`src/rtl/trng_uart_tx.sv`:
```
// trng_uart_tx: UART transmit stage downstream of the TRNG byte FIFO.
//
// This block takes one byte per write handshake into a holding register.
// It sends the byte as 8N1 or 8N2, least significant bit first. A new start
// bit is sent only while the host's RTS (active low) is asserted.
// RTS is only sampled at byte boundaries, so a byte that has begun always
// finishes with its normal timing. Each START entry advances a frame
// counter. The first byte of every frame of FRAME_BYTES bytes raises a
// one-cycle marker.
//
// Ports:
//   i_clk           system clock
//   i_reset         synchronous, active-high reset
//   i_dat[7:0]      byte to transmit
//   i_write         write strobe; accepted only while o_ready=1
//   i_serial_rts_n  host RTS, active low, asynchronous to i_clk
//   o_ready         holding register empty; a write is accepted this cycle
//   o_serial_data   UART TX line; idles at 1
//   o_new_frame     one-cycle pulse when the first byte of a frame starts
//   o_busy          shifter not in IDLE (includes waiting for RTS)

module trng_uart_tx #(
   parameter int CLK_DIV     = 104,  // i_clk cycles per serial bit, 2..65535
   parameter int FRAME_BYTES = 16,   // bytes per frame, 1..256
   parameter int STOP_BITS   = 1     // 1 or 2
) (
   input  logic       i_clk,
   input  logic       i_reset,
   input  logic [7:0] i_dat,
   input  logic       i_write,
   input  logic       i_serial_rts_n,
   output logic       o_ready,
   output logic       o_serial_data,
   output logic       o_new_frame,
   output logic       o_busy
);

   localparam int BW = (CLK_DIV > 1) ? $clog2(CLK_DIV) : 1;
   localparam int FW = (FRAME_BYTES > 1) ? $clog2(FRAME_BYTES) : 1;

   localparam logic [BW-1:0] BAUD_RELOAD = BW'(CLK_DIV - 1);
   localparam logic [FW-1:0] FRAME_LAST  = FW'(FRAME_BYTES - 1);
   localparam logic          STOP_LAST   = (STOP_BITS == 2);

   typedef enum logic [2:0] {
      IDLE,
      WAIT_RTS,
      START,
      DATA,
      STOP
   } state_t;

   state_t          state_q, state_d;
   logic [BW-1:0]   baud_q, baud_d;
   logic [2:0]      bit_q, bit_d;
   logic            stop_q, stop_d;
   logic [7:0]      shift_q, shift_d;
   logic [7:0]      hold_q, hold_d;
   logic            full_q, full_d;
   logic            line_q, line_d;
   logic [FW-1:0]   frame_q, frame_d;
   logic            new_frame_q, new_frame_d;
   logic            rts_meta_q, rts_sync_q;
   logic            clear_to_send;
   logic            baud_zero;
   logic            load;

   assign clear_to_send = ~rts_sync_q;
   assign baud_zero     = (baud_q == '0);

   // NOTE: every signal driven here gets a default before the case statement.
   // A path that leaves one unassigned would infer a latch.
   always_comb begin
      state_d     = state_q;
      baud_d      = baud_q;
      bit_d       = bit_q;
      stop_d      = stop_q;
      shift_d     = shift_q;
      hold_d      = hold_q;
      full_d      = full_q;
      line_d      = line_q;
      frame_d     = frame_q;
      new_frame_d = 1'b0;
      load        = 1'b0;

      // A write while the holding register is full is silently dropped.
      if (i_write && !full_q) begin
         hold_d = i_dat;
         full_d = 1'b1;
      end

      case (state_q)
         IDLE: begin
            if (full_q) begin
               if (clear_to_send) load = 1'b1;
               else               state_d = WAIT_RTS;
            end
         end
         WAIT_RTS: begin
            if (clear_to_send) load = 1'b1;
         end
         START: begin
            if (baud_zero) begin
               state_d = DATA;
               baud_d  = BAUD_RELOAD;
               bit_d   = 3'd0;
               line_d  = shift_q[0];
               shift_d = shift_q >> 1;
            end else begin
               baud_d = baud_q - 1'b1;
            end
         end
         DATA: begin
            if (baud_zero) begin
               baud_d = BAUD_RELOAD;
               if (bit_q == 3'd7) begin
                  state_d = STOP;
                  stop_d  = 1'b0;
                  line_d  = 1'b1;
               end else begin
                  bit_d   = bit_q + 3'd1;
                  line_d  = shift_q[0];
                  shift_d = shift_q >> 1;
               end
            end else begin
               baud_d = baud_q - 1'b1;
            end
         end
         STOP: begin
            if (baud_zero) begin
               if (stop_q == STOP_LAST) begin
                  // A byte already held when the stop bit ends starts at once.
                  // No idle cycle is inserted.
                  if (full_q && clear_to_send) load = 1'b1;
                  else if (full_q)             state_d = WAIT_RTS;
                  else                         state_d = IDLE;
               end else begin
                  stop_d = 1'b1;
                  baud_d = BAUD_RELOAD;
               end
            end else begin
               baud_d = baud_q - 1'b1;
            end
         end
         default: state_d = IDLE;
      endcase

      // Shifter load: empty the holding register, start the start bit and
      // advance the frame counter, all on the same edge.
      if (load) begin
         state_d     = START;
         shift_d     = hold_q;
         full_d      = 1'b0;
         line_d      = 1'b0;
         baud_d      = BAUD_RELOAD;
         new_frame_d = (frame_q == '0);
         frame_d     = (frame_q == FRAME_LAST) ? '0 : frame_q + 1'b1;
      end
   end

   // NOTE: state registers use non-blocking assignments. All flops then
   // update together from the values sampled before the edge.
   always_ff @(posedge i_clk) begin
      if (i_reset) begin
         state_q     <= IDLE;
         baud_q      <= '0;
         bit_q       <= 3'd0;
         stop_q      <= 1'b0;
         full_q      <= 1'b0;
         line_q      <= 1'b1;
         frame_q     <= '0;
         new_frame_q <= 1'b0;
         rts_meta_q  <= 1'b1;
         rts_sync_q  <= 1'b1;
      end else begin
         state_q     <= state_d;
         baud_q      <= baud_d;
         bit_q       <= bit_d;
         stop_q      <= stop_d;
         full_q      <= full_d;
         line_q      <= line_d;
         frame_q     <= frame_d;
         new_frame_q <= new_frame_d;
         rts_meta_q  <= i_serial_rts_n;
         rts_sync_q  <= rts_meta_q;
      end
   end

   // NOTE: the byte registers carry no reset. Their contents are only used
   // while full_q or the FSM state says they are valid, so resetting the
   // control flops is enough to discard them.
   always_ff @(posedge i_clk) begin
      hold_q  <= hold_d;
      shift_q <= shift_d;
   end

   assign o_ready       = ~full_q;
   assign o_serial_data = line_q;
   assign o_new_frame   = new_frame_q;
   assign o_busy        = (state_q != IDLE);

endmodule

```
`config.mk`:
```
export PLATFORM = sky130hd
export DESIGN_NAME = trng_uart_tx
export DESIGN_NICKNAME = d
export VERILOG_FILES = /design/src/rtl/trng_uart_tx.sv
export SDC_FILE = /design/constraint.sdc
export NUM_CORES = 1
export LEC_CHECK = 0
export ABC_AREA = 1
export BUFFER_PORTS_ARGS = -buffer_cell sky130_fd_sc_hd__buf_2
export CORE_MARGIN = 3
export CORE_UTILIZATION = 55
export DETAILED_ROUTE_END_ITERATION = 7
export PLACE_DENSITY = 0.8
export SYNTH_ARGS = -nofsm -noshare
export SYNTH_HDL_FRONTEND = slang
export SYNTH_SLANG_ARGS = --single-unit
```
`constraint.sdc`:
```
create_clock -name i_clk -period 2.78 [get_ports i_clk]
set_input_delay 0.278 -clock i_clk [delete_from_list [all_inputs] [get_ports i_clk]]
set_output_delay 0.278 -clock i_clk [all_outputs]
set_load 0.02 [all_outputs]
```
; Yosys cells after proc, flatten, opt, wreduce, memory -nomap -nowiden
; Cells that the tools add are included.
[word_totals]
wordCells = 113
in_bits = 12
reg_bits = 39
out_inout_bits = 4
[classes]
addsub = 3
reduce_logical = 23
eq_ne = 27
n_mux = 42
bitwise = 4
[op_table]
columns = op, n
row1 = 2-to-1 mux 3 bit, 11
row2 = 2-to-1 mux 8 bit, 4
row3 = "!= test 3 bit, second input constant", 10
row4 = 2-to-1 mux 7 bit, 4
row5 = "!= test 2 bit, second input constant", 10
row6 = AND reduction 9 bit, 2
row7 = case mux 8 bit (2 select lines), 1
row8 = case mux 3 bit (5 select lines), 1
row9 = 2-to-1 mux 1 bit, 14
row10 = case mux 7 bit (2 select lines), 1
row11 = AND reduction 4 bit, 3
row12 = nonzero test 3 bit, 3
row13 = logical NOT 7 bit, 1
row14 = "subtractor 7 x 1 -> 7 bit, second input constant", 1
row15 = "== test 3 x 2 -> 1 bit, second input constant", 2
row16 = "== test 3 bit, second input constant", 2
row17 = case mux 3 bit (2 select lines), 1
row18 = nonzero test 2 bit, 3
row19 = OR reduction 2 bit, 3
row20 = "adder 4 x 1 -> 4 bit, second input constant", 1
row21 = "== test 4 bit, second input constant", 1
row22 = logical NOT 4 bit, 1
row23 = 2-to-1 mux 4 bit, 1
row24 = "!= test 4 bit, second input constant", 1
row25 = 11 further kinds, 17

; Depth between registers and ports, before layout
[depth]
depth_word = 8
depth_mapped = 10
ltp_nobuf = 10

; Worst setup path before layout
; Ideal clock, no wire load.
[synth_path]
kind = reg2reg
start = reg baud_q[0]
end = reg shift_q[0], enable pin
period_less_slack_ns = 1.734
slack_ns = 1.046
t_arrival_ns = 1.405
stages_incl_launch_ff = 9
path_cell_list = dfxtp_1 -> inv_1 -> ha_1 -> inv_2 -> nor2_1 -> nand3_2 -> nor2_1 -> nand2_1 -> nand2_1
[synth_between]
elab_chain_cells = 5
elab_cells_between_ends = 8
[synth_rtl]
columns = element, line_no
row1 = from (decl), 54  ; logic [BW-1:0] baud_q, baud_d;
row2 = from (signal assigned), 177  ; baud_q <= baud_d;
row3 = logical NOT 7 bit (*), 69  ; assign baud_zero = (baud_q == '0);
row4 = 2-to-1 mux 1 bit, 130  ; if (baud_zero) begin
row5 = case mux 1 bit (3 select lines), 92  ; case (state_q)
row6 = != test 3 bit (no source line) / nonzero test 3 bit (equally long branches), n/a
row7 = AND reduction 4 bit (no source line) (*), n/a
row8 = to (signal assigned), 194  ; shift_q <= shift_d;
row9 = to (decl), 57  ; logic [7:0] shift_q, shift_d;
; Mark *: on every way between the ends. The rest lies on a longest branch, timed or not.
; A chain may end at the register's enable or synchronous reset.

; Final worst setup path
[layout_path]
start = reg baud_q[0]
end = reg shift_q[5], enable pin
; Same word-level chain as after synthesis.

==> results.md <==
* Outcome: complete, no violations
* Nets at 250
* Crit path max fanout at 8
* Slowest library cell on the worst path: sky130_fd_sc_hd__dfxtp_1
* Syn Std Cell Area at 0.00183 mm²
* Number of nets with antenna violations after routing at 0
* Post-Layout Inst Area at roughly 0.0020 mm²
* Detailed-route via count at 1418
* Mean area per synthesized cell at 8.55 µm²
* Sequential element share of the synthesized area at 0.503
* Setup TNS at 0 ns
* Post-Route WL at 3340 µm
* CP bufs+invs at 2
* Dominant combinational cell family by area after synthesis: simple AND/OR/NAND/NOR gates
* # Post-CTS Setup Buffers at 0
* HPWL after detailed placement at between 2000 and 2500 µm
* Max-cap check violation count at 0
* Overall Power at 1.29 mW
* Synthesized netlist net count at 231
* Area post-placement at 0.00193 mm²
* Fraction of the mapped netlist area in compound gates at 0.0800
* Effective utilization at floorplan at 0.590
* Normalized max-slew margin at 0.527
* P&R area growth vs syn at 8.62%
* Drt drc at 0
* WS Path Type: reg -> reg
* Port Buffers at 15
* Highest attainable clock frequency at 502 MHz
* First-pass GRT wire length at 5740 µm
* Floorplan die area at 0.00405 mm²
* Maximum level of the CTS H-tree at 2
* Starting DRT DRC Count at 80
* Post_cts resized at 0
* Number of top-level pins at 16
* Via count of the first global-routing pass at 1348
* Area inside the core boundary at 0.00310 mm²
* Max VDD drop at between 0.0004 and 0.0005 V
* Critical path's top delay family: simple AND/OR/NAND/NOR gates
* DR pass1 iterations at 4
* Bufs on Longest Clock Path at 2
* Global placer's final weighted congestion at between 0.8 and 0.9
* YS warnings at 0
* Final slew viol count at 0
* Post-DR wirelength/cell at around 12 µm
* Top cell type's share of synthesized area at 0.263
* Number of hold violations in the final report at 0
* Maximum number of pins on one net before global-route repair at 18
* Final global-route overflow total at 0
* Endpoint class of the critical path: register
* TritonCTS clock tree: yes
* Xor-xnor portion of the synthesized cell area at 0.0192
* Final critical path time including I/O delays and setup at 1.99 ns
* Number of antenna violations at the first check in global routing at 0
* RSZ-0062 raised after global routing: false
* Clk Latency, worst-skew pair at roughly 0.35 ns
* Share of the clock period used by the worst path at 0.717
* Most common library cell in the layout ignoring fill and taps: sky130_fd_sc_hd__nand2_1
* HP Class: in -> reg
* Worst clock skew on the final layout at 0.00785 ns
* Standard-cell row count at 20
* Core utilization of the finished layout at 0.640
* Final antenna diode count at 0
* Clock-pin transition on the worst setup and hold timing paths at about 0.11 ns
* Area of the multi-input gates at 800 µm²
* Fill count at about 270
* Vias per cell at 5.10
* Cells traversed along the worst timing path: inv_1 > ha_1 > inv_2 > nor2_1 > nand3_2 > nor2_1 > nand2_1 > nand2_1
* Post-synthesis cell count at 214
* Post-Synth Adder-Cell Area at 0.0342
* Yosys reg bits at 38
* Clock Sink Count at 38
* Cell Pwr Density at 650 mW/mm²
* Most area-hungry cell type in the Yosys netlist: sky130_fd_sc_hd__edfxtp_1
* Leakage power figure at 0.868 nW
* Fraction of layout cells with a size suffix above 1 at 0.209
* Register cell area after layout at 921 µm²
* Number of buffers inserted by hold repair at cts at 0
* Final count of negative-setup-slack endpoints at 0
* Required @ worst endpoint at around 2.8 ns
* Root buffer cell: sky130_fd_sc_hd__clkbuf_4
* Cts bufs inserted at 5
* Data arrival at the endpoint of the critical path at 2.03 ns
* Height of the chip at 63.7 µm
* Leading cell types in the layout, fill and taps excluded: sky130_fd_sc_hd__nand2_1 (52), sky130_fd_sc_hd__nor2_1 (22), sky130_fd_sc_hd__dfxtp_1 (22)
* Crit path largest cell delay at about 0.34 ns
* Transition at the pin with the smallest max-transition slack at about 0.7 ns
* Distinct cell type count after synthesis at 26
* Share of cell area taken by muxes after synthesis at 0
* Leading cell types by total area after synthesis: sky130_fd_sc_hd__edfxtp_1 (26%), sky130_fd_sc_hd__dfxtp_1 (24%), sky130_fd_sc_hd__nand2_1 (11%), sky130_fd_sc_hd__nor2_1 (4.5%), sky130_fd_sc_hd__a21oi_1 (4.1%)
* GRT Resource Usage Total at 0.190
* Startpoint type of the worst setup path: register
* Horizontal die dimension at 63.7 µm
* Post-synthesis share of cell area spent on and, or, nand and nor gates at 0.304
through the flow:
| step | setup slack [ns] | instances | hold slack (ns) |
|---|---|---|---|
| after global routing | 0.606 | 278 | 0.0605 |
| after CTS | 0.805 | 278 | 0.0782 |
| after floorplan | 1.05 | 214 | 0.377 |
| after global placement | 0.901 | 270 | 0.392 |
| after detailed placement | 0.820 | 270 | 0.419 |
| final | 0.788 | 278 | 0.0912 |
power by group:
group	switching [mW]	total, mW	leakage (nW)	internal, mW
sequential	0.0394	0.677	0.328	0.638
combinational	0.217	0.335	0.511	0.118
clock	0.184	0.278	0.0286	0.0939
total	0.441	1.29	0.868	0.850
cell usage after synthesis, drive strengths merged:
master,count
nand4,4
xnor2,1
nor2,30
a21oi,16
nor3,2
buf,2
nand3,16
o22ai,1
xor2,3
o21ai,10
ha,5
edfxtp,16
clkbuf,1
or2,2
dfxtp,22
inv,22
nand2,60
a31oi,1
worst reg2reg max path, stage by stage (launching register included):
cell	delay, ns
sky130_fd_sc_hd__dfxtp_1	0.34
sky130_fd_sc_hd__inv_1	0.12
sky130_fd_sc_hd__ha_1	0.23
sky130_fd_sc_hd__inv_2	0.06
sky130_fd_sc_hd__nor2_1	0.10
sky130_fd_sc_hd__nand3_2	0.19
sky130_fd_sc_hd__nor2_1	0.21
sky130_fd_sc_hd__nand2_1	0.13
sky130_fd_sc_hd__nand2_1	0.28
path summary, 6_finish.rpt:
check	to	cells after the start	slack, ns	from
worst max-delay path	shift_q[5]$_DFFE_PP_	8	0.79	baud_q[0]$_SDFFE_PP0P_
worst min-delay path	hold_q[2]$_DFFE_PP_	1	0.09	i_dat[2]
worst max register to register	shift_q[5]$_DFFE_PP_	8	0.79	baud_q[0]$_SDFFE_PP0P_
worst min register to register	rts_sync_q$_SDFF_PP1_	1	0.43	rts_meta_q$_SDFF_PP1_
state kept, by name, indices dropped and copies added (netlist names):
| signal | cells |
|---|---|
| shift_q | 8 |
| baud_q | 7 |
| hold_q | 8 |
| rts_meta_q | 1 |
| full_q | 1 |
| state_q | 3 |
| bit_q | 3 |
| o_new_frame | 1 |
| rts_sync_q | 1 |
| o_serial_data | 1 |
| frame_q | 4 |
logic make-up after synthesis:
group	count (synthesis)
compound gates	28
xor+xnor	4
fa+ha+maj	5
buf+inv	25
flops	38
simple gates	114
per-layer routing:
layer,track usage,vias to the layer above,share of wire
li1,-,739,-
met1,0.229,645,0.47
met2,0.295,27,0.46
met3,0.0713,7,0.048
met4,0.0970,0,0.019
met5,0,-,0
final cells by class:
class	instances	area share
Sequential cell	38	0.463
Clock inverter	3	0.00819
Clock buffer	5	0.0189
Inverter	22	0.0416
Tap cell	44	0.0277
Multi-Input combinational cell	151	0.402
Timing Repair Buffer	15	0.0378
Power figures use the tool's default switching activity.
